**src/rtl/run_cnt_ctrl.sv**
```systemverilog
// rtl/run_cnt_ctrl.sv - run controller that arms, starts and times one per-PE event counter
module run_cnt_ctrl #(
    parameter int CNT_W = 32,
    parameter int TO_W  = 32
) (
    input  logic             clk,
    input  logic             rst_n,
    input  logic             cmd_vld,
    output logic             cmd_rdy,
    input  logic [CNT_W-1:0] cmd_target,
    input  logic [TO_W-1:0]  cmd_timeout,
    output logic             sys_start,
    input  logic [CNT_W-1:0] pe_cnt,
    output logic             rsp_vld,
    input  logic             rsp_rdy,
    output logic [CNT_W-1:0] rsp_cnt,
    output logic [TO_W-1:0]  rsp_cyc,
    output logic             rsp_timeout,
    output logic             busy
);

    typedef enum logic [2:0] {
        ST_IDLE,
        ST_ARM,
        ST_START,
        ST_RUN,
        ST_REPORT
    } state_e;

    state_e           state_q, state_d;
    logic [CNT_W-1:0] target_q, target_d;
    logic [TO_W-1:0]  timeout_q, timeout_d;
    logic [TO_W-1:0]  cyc_q, cyc_d;
    logic [CNT_W-1:0] rsp_cnt_q, rsp_cnt_d;
    logic [TO_W-1:0]  rsp_cyc_q, rsp_cyc_d;
    logic             rsp_timeout_q, rsp_timeout_d;

    logic [TO_W-1:0]  cyc_inc;
    logic [TO_W-1:0]  cyc_sat;

    // cyc_inc feeds the timeout compare; cyc_sat is what gets stored and reported
    assign cyc_inc = cyc_q + 1'b1;
    assign cyc_sat = (cyc_q == '1) ? cyc_q : cyc_inc;

    always_comb begin
        state_d       = state_q;
        target_d      = target_q;
        timeout_d     = timeout_q;
        cyc_d         = cyc_q;
        rsp_cnt_d     = rsp_cnt_q;
        rsp_cyc_d     = rsp_cyc_q;
        rsp_timeout_d = rsp_timeout_q;
        unique case (state_q)
            ST_IDLE: begin
                if (cmd_vld) begin
                    target_d  = cmd_target;
                    timeout_d = cmd_timeout;
                    state_d   = ST_ARM;
                end
            end
            ST_ARM: begin
                state_d = ST_START;
            end
            ST_START: begin
                cyc_d   = '0;
                state_d = ST_RUN;
            end
            ST_RUN: begin
                // target is tested first so a same-cycle tie reports success
                if (pe_cnt >= target_q) begin
                    rsp_cnt_d     = pe_cnt;
                    rsp_cyc_d     = cyc_sat;
                    rsp_timeout_d = 1'b0;
                    state_d       = ST_REPORT;
                end else if ((timeout_q != '0) && (cyc_inc == timeout_q)) begin
                    rsp_cnt_d     = pe_cnt;
                    rsp_cyc_d     = cyc_sat;
                    rsp_timeout_d = 1'b1;
                    state_d       = ST_REPORT;
                end else begin
                    cyc_d = cyc_sat;
                end
            end
            ST_REPORT: begin
                if (rsp_rdy) begin
                    state_d = ST_IDLE;
                end
            end
            default: begin
                state_d = ST_IDLE;
            end
        endcase
    end

    always_ff @(posedge clk or negedge rst_n) begin
        if (!rst_n) begin
            state_q       <= ST_IDLE;
            target_q      <= '0;
            timeout_q     <= '0;
            cyc_q         <= '0;
            rsp_cnt_q     <= '0;
            rsp_cyc_q     <= '0;
            rsp_timeout_q <= 1'b0;
        end else begin
            state_q       <= state_d;
            target_q      <= target_d;
            timeout_q     <= timeout_d;
            cyc_q         <= cyc_d;
            rsp_cnt_q     <= rsp_cnt_d;
            rsp_cyc_q     <= rsp_cyc_d;
            rsp_timeout_q <= rsp_timeout_d;
        end
    end

    assign cmd_rdy     = (state_q == ST_IDLE);
    assign sys_start   = (state_q == ST_START) || (state_q == ST_RUN);
    assign rsp_vld     = (state_q == ST_REPORT);
    assign busy        = (state_q != ST_IDLE);
    assign rsp_cnt     = rsp_cnt_q;
    assign rsp_cyc     = rsp_cyc_q;
    assign rsp_timeout = rsp_timeout_q;

endmodule
```
**config.mk**
```make
export PLATFORM = sky130hd
export DESIGN_NAME = run_cnt_ctrl
export DESIGN_NICKNAME = d
export VERILOG_FILES = /design/src/rtl/run_cnt_ctrl.sv
export SDC_FILE = /design/constraint.sdc
export NUM_CORES = 1
export LEC_CHECK = 0
export ABC_AREA = 1
export BUFFER_PORTS_ARGS = -buffer_cell sky130_fd_sc_hd__buf_2
export CAP_MARGIN = 20
export CORE_ASPECT_RATIO = 1.2
export CORE_MARGIN = 2
export CORE_UTILIZATION = 53
export CTS_BUF_LIST = sky130_fd_sc_hd__clkbuf_8
export DETAILED_ROUTE_END_ITERATION = 10
export GPL_TIMING_DRIVEN = 0
export PLACE_DENSITY = 0.79
export REMOVE_ABC_BUFFERS = 1
export SLEW_MARGIN = 30
export SYNTH_ARGS = -nofsm -noshare
export SYNTH_HDL_FRONTEND = slang
export SYNTH_SLANG_ARGS = --single-unit
```
**constraint.sdc**
```tcl
create_clock -name clk -period 2.4 [get_ports clk]
set_input_delay 0.12 -clock clk [delete_from_list [all_inputs] [get_ports clk]]
set_output_delay 0.12 -clock clk [all_outputs]
set_load 0.02 [all_outputs]
```
# Word-level counts from Yosys, hierarchy flattened
# Cells that the tools add are included.
# word_totals
elab_cells	46
in_bits	100
regBits	164
output_inout_bits	69
# op_classes
n_addsub	1
reduce_logical	11
n_mux	15
n_eq_ne	11
n_lt_le_gt_ge	1
# ops
op	count
2-to-1 mux 32 bit	7
case mux 32 bit (2 select lines)	1
adder 32 x 1 -> 32 bit (second input constant)	1
equality test 32 bit	1
equality test 32 bit (second input constant)	1
>= comparator 32 bit	1
nonzero test 32 bit	1
case mux 3 bit (5 select lines)	1
2-to-1 mux 3 bit	4
equality test 3 x 2 -> 1 bit (second input constant)	2
inequality test 2 bit (second input constant)	3
AND reduction 3 bit	2
AND reduction 2 bit	2
nonzero test 2 bit	2
equality test 3 x 1 -> 1 bit (second input constant)	1
equality test 3 bit (second input constant)	1
logical NOT 3 bit	1
inequality test 3 bit (second input constant)	1
nonzero test 3 bit	1
2-to-1 mux 1 bit	2
inequality test 2 x 1 -> 1 bit (second input constant)	1
logical AND 1 bit	1
logical OR 1 bit	1

# Logic depth before layout (Yosys ltp)
# Gate-level depths: netlist (run 1).
# logic_depth
depth_word	6
depth_mapped	20

# Least setup slack after synthesis (run 1)
# Ideal clock, no wire load.
# synth_path
path_type	flip-flop to flip-flop
start	register cyc_q[0]
end	register rsp_cnt_q[10] (netlist: rsp_cnt[10])
slack_ns	-0.017
path_stages_with_launch	21
synth_period_minus_slack_ns	2.417
setup_ns	0.117
arrival_ns	2.300
cell_sequence	dfrtp_1 -> ha_1 -> nand2_1 -> nor2_4 -> nand2_2 -> nor2_2 -> nand2_1 -> nand2_1 -> nand2_1 -> nand2_1 -> nand2_1 -> nor2_1 -> nand2_1 -> nor2_1 -> nand3_2 -> nand2_4 -> nand2_2 -> buf_6 -> buf_6 -> nand2_1 -> nand2_1
# synth_between
elab_chain_len	5
# synth_lines
item	line_no	source
from (decl)	33	logic [TO_W-1:0] cyc_q, cyc_d;
from (signal assigned)	108	cyc_q <= cyc_d;
adder 32 x 1 -> 32 bit	42	assign cyc_inc = cyc_q + 1'b1;
equality test 32 bit	75	end else if ((timeout_q != '0) && (cyc_inc == timeout_q)) begin
logical AND 1 bit	75	
nonzero test 2 bit (no line)	-	
AND reduction 2 bit (no line)	-	
to (signal assigned)	109	rsp_cnt_q <= rsp_cnt_d;
to (decl)	34	logic [CNT_W-1:0] rsp_cnt_q, rsp_cnt_d;
# Every way passes these cells.
# A chain may end at the register's enable or synchronous reset.

# Worst setup path after layout (run 1)
# layout_path
start	register cyc_q[5]
end	register rsp_cyc_q[4] (netlist: rsp_cyc[4])
# layout_between
elab_chain_len	5
# layout_lines
item	line_no	source
adder 32 x 1 -> 32 bit	42	
equality test 32 bit	75	
logical AND 1 bit	75	
nonzero test 2 bit (no line)	-	
AND reduction 2 bit (no line)	-	
to (signal assigned)	110	rsp_cyc_q <= rsp_cyc_d;
to (decl)	35	logic [TO_W-1:0] rsp_cyc_q, rsp_cyc_d;
# Parallel ways exist; a longest one is shown, timed or not. The select of a mux whose other input is x is not followed.

==> flow_metrics.tcl, run 1 <==
set metrics [dict create \
    rsz0062_at_grt "true" \
    ir_drop_uv 606 \
    slew_viol_final 0 \
    r2r-end "rsp_cyc[4]$_DFFE_PN0P_" \
    fin_crit_sh 1.20 \
    min_period_ns 2.87 \
    io_buffers 168 \
    drc 0 \
    cp_data_required_time_ns 2.76 \
    synth.top_cell.area_share 0.445 \
    syn_inst 1249 \
    final-seq-area_um2 4110 \
    post_dp_cell_area_um2 10300 \
    synth_edf_count 0 \
    netlist_area_um2 9230 \
    hp-start "cmd_vld" \
    reg2reg_from "cyc_q[5]$_DFFE_PN0P_" \
    crit_arrival_ns 3.22 \
    power_frac_clock 0.167 \
    initial_utilization 0.544 \
    sequentialPowerShare 0.317 \
    power.share.combinational 0.516 \
    worst_hold_path_type "in -> reg" \
    wl_um 33800 \
    ys_top_cells_by_count "399 x nand2_1, 165 x nor2_1, 164 x dfrtp_1, 133 x nand3_1, 124 x inv_1" \
    status "finished with violations" \
    clock-sinks 164 \
    nets 1691 \
    min_to "state_q[0]$_DFFE_PN0P_" \
    viasPerCell 5.63 \
    grt_start_max_net_pins 67 \
    placed_cells 1594 \
    pin_count 169 \
    synth_flop_cell "dfrtp_1" \
    num_rows 52 \
    clk_pin_slew_worst_paths_ns 0.10 \
    seq_area_frac_synth 0.445 \
    r2r_setup_slack_ns -0.47 \
    fillers 1127 \
    final_area_um2 13100 \
    synth_cell_types 33 \
    maxSlewHeadroom 0.460 \
    drive_gt1_frac 0.284 \
    hpwl_um 17500 \
    die_y_um 149 \
    maxCapViolCount 0 \
    core_area_um2 17000 \
    grt_usage 0.346 \
    postSynthAreaPerCell_um2 7.39 \
    power_mw 13.3 \
    rr_worst_depth 19 \
    violations "negative setup slack" \
    path_max_fanout 6 \
    post_drt_wl_per_cell_um 18.9 \
    internal_power_mw 6.96 \
    worst_slack_ns -0.468 \
    yosysWarnings 0 \
    switchingPower_mw 6.33 \
    h-tree-depth 4 \
    async_flop_share 1.00 \
    first_global_vias 9815 \
    drtPass1Iterations 8 \
    fp.dieArea_um2 18500 \
    hold_viol_final 0 \
    tightestPinTransition_ns 0.811 \
    initialDrtViolationCount 963 \
    synth_most_common_cell "nand2_1" \
    hold_depth 3 \
    die_x_um 124 \
    worstSetupEndpointType "flop" \
    via_count 10100 \
    ant_nets 0 \
    ys_seq_elements 164 \
    routabilityCongestion 0.974 \
    clock.fmax_ghz 0.349 \
    diodes 0 \
    fin_cells 1787 \
    grt_pass1_wl_um 50200 \
    crit_type "reg -> reg" \
    globalRoute.totalOverflow 0 \
    utilization 0.771 \
    p_per_area_nw_per_um2 1010 \
    p_leak_nw 6.81 \
    sw_frac_of_total 0.476 \
    synthToLayoutAreaGrowth_pct 41.9 \
    cp-start-kind "flop" \
    cts_tree "built" \
    multiInputGateArea_um2 5360 \
    cts_buffers 17 \
    clk_latency_ns 0.48 \
    antenna_found_initial 0 \
    cts.path.max_buffers 2 \
    synth_top_cell_by_area "dfrtp_1" \
    finClkSkew_ns 0.0189 \
    root_buffer "clkbuf_8" \
    setup_violations 100 \
    synth_area_leaders "dfrtp_1 44%, nand2_1 16%, nand3_1 7.2%" \
]
-- layout by cell type (no fill, tap or decap), types with 6 or more instances in the layout --
master,instances
buf_2,167
nor2_1,153
dfrtp_1,157
nand3b_1,10
nand4_1,8
o21ai_0,14
nand2_1,292
o21ai_2,9
inv_6,8
buf_12,10
dlygate4sd3_1,98
ha_1,32
nor2_4,14
nand2_8,21
inv_1,123
nand2_2,98
clkbuf_8,18
o21ai_1,16
buf_4,30
dfrtp_2,7
a21oi_1,71
nor2_2,8
mux2_2,16
nand2_4,11
nand3_1,128
xor2_1,6
-- area by class of cell --
type | count | share of cell area
flip-flops and latches | 164 | 0.314
clock inverters | 14 | 0.0139
inverters | 126 | 0.0364
well taps | 216 | 0.0206
multi-input cells | 934 | 0.409
clock buffers | 18 | 0.0189
repair buffers | 315 | 0.187
-- per-layer routing --
metal | share of wire | global-route usage | wire length (um) | vias to the layer above
met5 | 0 | 0 | 0 | -
met4 | 0.064 | 0.192 | 2160 | 0
met3 | 0.091 | 0.0658 | 3070 | 161
met2 | 0.49 | 0.600 | 16700 | 596
met1 | 0.35 | 0.405 | 11900 | 4690
li1 | - | - | - | 4608
-- metrics by stage --
step / hold slack (ns) / setup TNS (ns) / worst slack [ns]
detailed placement: 0.0256 / -123.57 / -1.53
finish: 0.0483 / -39.50 / -0.468
floorplan: -0.176 / -223.84 / -2.01
CTS: 0.00212 / -32.17 / -0.349
global placement: 0.352 / -756.89 / -4.86
global route: 0.0699 / -54.72 / -0.610
-- state kept, by name (all words and copies together) (netlist names) --
signal and cells:
rsp_cyc 32, rsp_timeout 1, state_q 3, cyc_q 32, timeout_q 32, rsp_cnt 32, target_q 32
-- critical path, stage by stage (launching register included) --
cell,delay [ns]
dfrtp_1,0.45
nand2_1,0.24
inv_1,0.13
nand2_2,0.11
buf_4,0.12
nand2_1,0.05
o21ai_0,0.12
nor2_1,0.08
nor2_1,0.15
nand2_1,0.08
nor2_1,0.10
nand2_1,0.10
nor2_2,0.17
nand3_4,0.12
buf_12,0.15
nand2_8,0.09
buf_12,0.17
nand2_8,0.12
nand2_2,0.13
o21ai_1,0.07
-- worst max-delay path by stage --
stage,depth (start not counted),start,to
global placement,6,state_q[1]$_DFFE_PN0P_,cyc_q[10]$_DFFE_PN0P_
CTS,18,cyc_q[0]$_DFFE_PN0P_,rsp_cyc[27]$_DFFE_PN0P_
global route,17,cyc_q[11]$_DFFE_PN0P_,rsp_cyc[26]$_DFFE_PN0P_
detailed placement,13,target_q[23]$_DFFE_PN0P_,cyc_q[11]$_DFFE_PN0P_
finish,19,cyc_q[5]$_DFFE_PN0P_,rsp_cyc[4]$_DFFE_PN0P_
floorplan,6,state_q[1]$_DFFE_PN0P_,cyc_q[0]$_DFFE_PN0P_
-- power by group through the flow --
stage	clock (mW)	combinational (mW)	sequential (mW)
floorplan	0	2.59	4.34
CTS	2.23	6.04	4.10
detailed placement	0	4.47	4.14
finish	2.22	6.86	4.21
global route	2.33	7.27	4.29
global placement	0	3.96	4.12
-- kinds of logic after synthesis --
family,after synthesis,share of synthesized area
flops,164,0.445
fa+ha+maj,33,0.0447
buf+inv,170,0.0744
simple gates,741,0.337
compound gates,113,0.0621
mux,16,0.0195
xor+xnor,12,0.0178
-- what timing repair did --
action / CTS / global route
gates cloned: 16 / 4
buffers inserted: 26 / 19
hold buffers: 98 / 0
hold endpoints to repair: 261 / 0
resized for setup: 64 / 130
pin swaps: 18 / 27
setup endpoints to repair: 100 / 101
No activity file was read; power rests on OpenSTA's default activity.
==> run 2: changes to the inputs <==
--- a/config.mk
+++ b/config.mk
@@ -16,6 +16,7 @@
 export GPL_TIMING_DRIVEN = 0
 export PLACE_DENSITY = 0.79
 export REMOVE_ABC_BUFFERS = 1
+export SKIP_CTS_REPAIR_TIMING = 1
 export SLEW_MARGIN = 30
 export SYNTH_ARGS = -nofsm -noshare
 export SYNTH_HDL_FRONTEND = slang
==> run 2 against run 1 <==
The flow still finishes with violations (negative setup slack). Global-route usage is 7.6 points lower. Flip-flop and latch count stayed put. Cell area is 3.4% lower. Clock-buffer cell count stayed put. Total power is 4.7% lower. Setup slack worse by 0.13 ns. Register-to-register slack worse by 0.13 ns. Clock power hardly changed.
==> flow_metrics.tcl, run 2 (same netlist as run 1, synthesis figures left out) <==
set metrics [dict create \
    initialDrtViolationCount 855 \
    maxCapViolCount 0 \
    finClkSkew_ns 0.0283 \
    clk_latency_ns 0.49 \
    power.share.combinational 0.497 \
    num_rows 52 \
    drive_gt1_frac 0.214 \
    sequentialPowerShare 0.327 \
    clk_pin_slew_worst_paths_ns 0.10 \
    clock.fmax_ghz 0.334 \
    io_buffers 168 \
    maxSlewHeadroom 0.241 \
    r2r-end "rsp_cnt[7]$_DFFE_PN0P_" \
    ir_drop_uv 750 \
    root_buffer "clkbuf_8" \
    status "finished with violations" \
    fp.dieArea_um2 18500 \
    worstSetupEndpointType "flop" \
    hold_depth 3 \
    hold_viol_final 0 \
    ant_nets 0 \
    power_mw 12.7 \
    grt_start_max_net_pins 88 \
    min_to "state_q[0]$_DFFE_PN0P_" \
    clock-sinks 164 \
    slowest_stage "dfrtp_1" \
    rr_worst_depth 16 \
    initial_utilization 0.544 \
    sw_frac_of_total 0.467 \
    r2r_setup_slack_ns -0.60 \
    tightestPinTransition_ns 1.13 \
    place_ws_ns -1.53 \
    crit_arrival_ns 3.36 \
    worst_slack_ns -0.596 \
    drtPass1Iterations 8 \
    fin_hold_ws_ns 0.0413 \
    synthToLayoutAreaGrowth_pct 37.1 \
    fillers 1214 \
    final_area_um2 12700 \
    switchingPower_mw 5.92 \
    pin_count 169 \
    slew_viol_final 0 \
    crit_type "reg -> reg" \
    fin_crit_sh 1.25 \
    critPathLaunch "cyc_q[1]$_DFFE_PN0P_" \
    cts_tree "built" \
    die_x_um 124 \
    cp_data_required_time_ns 2.76 \
    routabilityCongestion 0.974 \
    final_common_cell "nand2_1" \
    cts_buffers 17 \
    min_period_ns 3.00 \
    p_leak_nw 6.75 \
    internal_power_mw 6.75 \
    via_count 9896 \
    crit_path_max_incr_delay_ns 0.43 \
    cts.path.max_buffers 2 \
    setup_violations 100 \
    tns_ns -52.97 \
    violations "negative setup slack" \
    antenna_found_initial 1 \
    core_area_um2 17000 \
    die_y_um 149 \
    rsz0062_at_grt "true" \
    cpMostUsedCell "nand2_1" \
    first_global_vias 8444 \
    worst_hold_path_type "in -> reg" \
    path_max_fanout 11 \
    cp-start-kind "flop" \
    h-tree-depth 4 \
    drc 0 \
    hp-start "cmd_vld" \
    power_frac_clock 0.175 \
    nets 1688 \
    grt_usage 0.270 \
    p_per_area_nw_per_um2 1000 \
    hpwl_um 17500 \
    post_dp_cell_area_um2 10300 \
    viasPerCell 5.54 \
    final_cell_mix "385 x nand2_1, 167 x buf_2, 163 x dfrtp_1" \
    grt_pass1_wl_um 40300 \
    crit_chain "buf_4, nand2_1, nor2_4, buf_12, nand2_4, nor2_4, xnor3_1, nor2_2, nand2_1, nor2_2, nand3_4, buf_4, nand2_8, nand2_8, nand2_1, nand2_1" \
    reg2reg_from "cyc_q[1]$_DFFE_PN0P_" \
    post_drt_wl_per_cell_um 18.1 \
    wl_um 32400 \
    globalRoute.totalOverflow 0 \
]
run 2: cell types whose count changed in the layout (fill, tap and decap cells not counted), sizes merged:
cell    before  now
nand3      136  138
nand2      422  419
clkbuf      18   19
buf        217  214
diode        0    1
run 2: cell type report:
type | instances | area (um2) | share of cell area
inverters | 126 | 477 | 0.0377
clock inverters | 14 | 183 | 0.0144
multi-input cells | 933 | 4990 | 0.395
clock buffers | 18 | 248 | 0.0196
diodes | 1 | 2.50 | 0.000198
well taps | 216 | 270 | 0.0214
repair buffers | 313 | 2380 | 0.188
flip-flops and latches | 164 | 4110 | 0.324
run 2: worst max path at each step:
stage / to / slack [ns] / cells after the start
global route: rsp_cnt[10]$_DFFE_PN0P_ / -0.63 / 18
detailed placement: cyc_q[11]$_DFFE_PN0P_ / -1.53 / 13
floorplan: cyc_q[0]$_DFFE_PN0P_ / -2.01 / 6
finish: rsp_cnt[7]$_DFFE_PN0P_ / -0.60 / 16
global placement: cyc_q[10]$_DFFE_PN0P_ / -4.86 / 6
CTS: cyc_q[10]$_DFFE_PN0P_ / -1.55 / 13
run 2: worst max-delay path, delay by kind of cell, from the launching register on:
family                    cells  cell delay, ns
xor gates and xnor gates      1            0.28
and+or+nand+nor              12            1.66
buffers and inverters         3            0.50
DFF                           1            0.43
run 2: metrics by stage:
step / util / instances
after floorplan: - / 1205
after global placement: 0.596 / 1589
after detailed placement: 0.607 / 1594
after CTS: 0.632 / 1626
after global routing: 0.745 / 1785
final: 0.745 / 1785
run 2: layer usage:
| layer | up-vias | GRT usage | part of all wire |
|---|---|---|---|
| met5 | - | 0 | 0 |
| met4 | 0 | 0.0994 | 0.047 |
| met3 | 138 | 0.0637 | 0.10 |
| met2 | 591 | 0.472 | 0.49 |
| met1 | 4559 | 0.327 | 0.36 |
| li1 | 4608 | - | - |
run 2: power by group through the flow:
stage	clock network [mW]	logic [mW]	registers, mW
2_1_floorplan	0	2.59	4.34
3_5_place_dp	0	4.47	4.14
4_1_cts	2.23	4.48	4.10
6_report	2.22	6.30	4.15
5_1_grt	2.34	6.73	4.23
3_3_place_gp	0	3.96	4.12
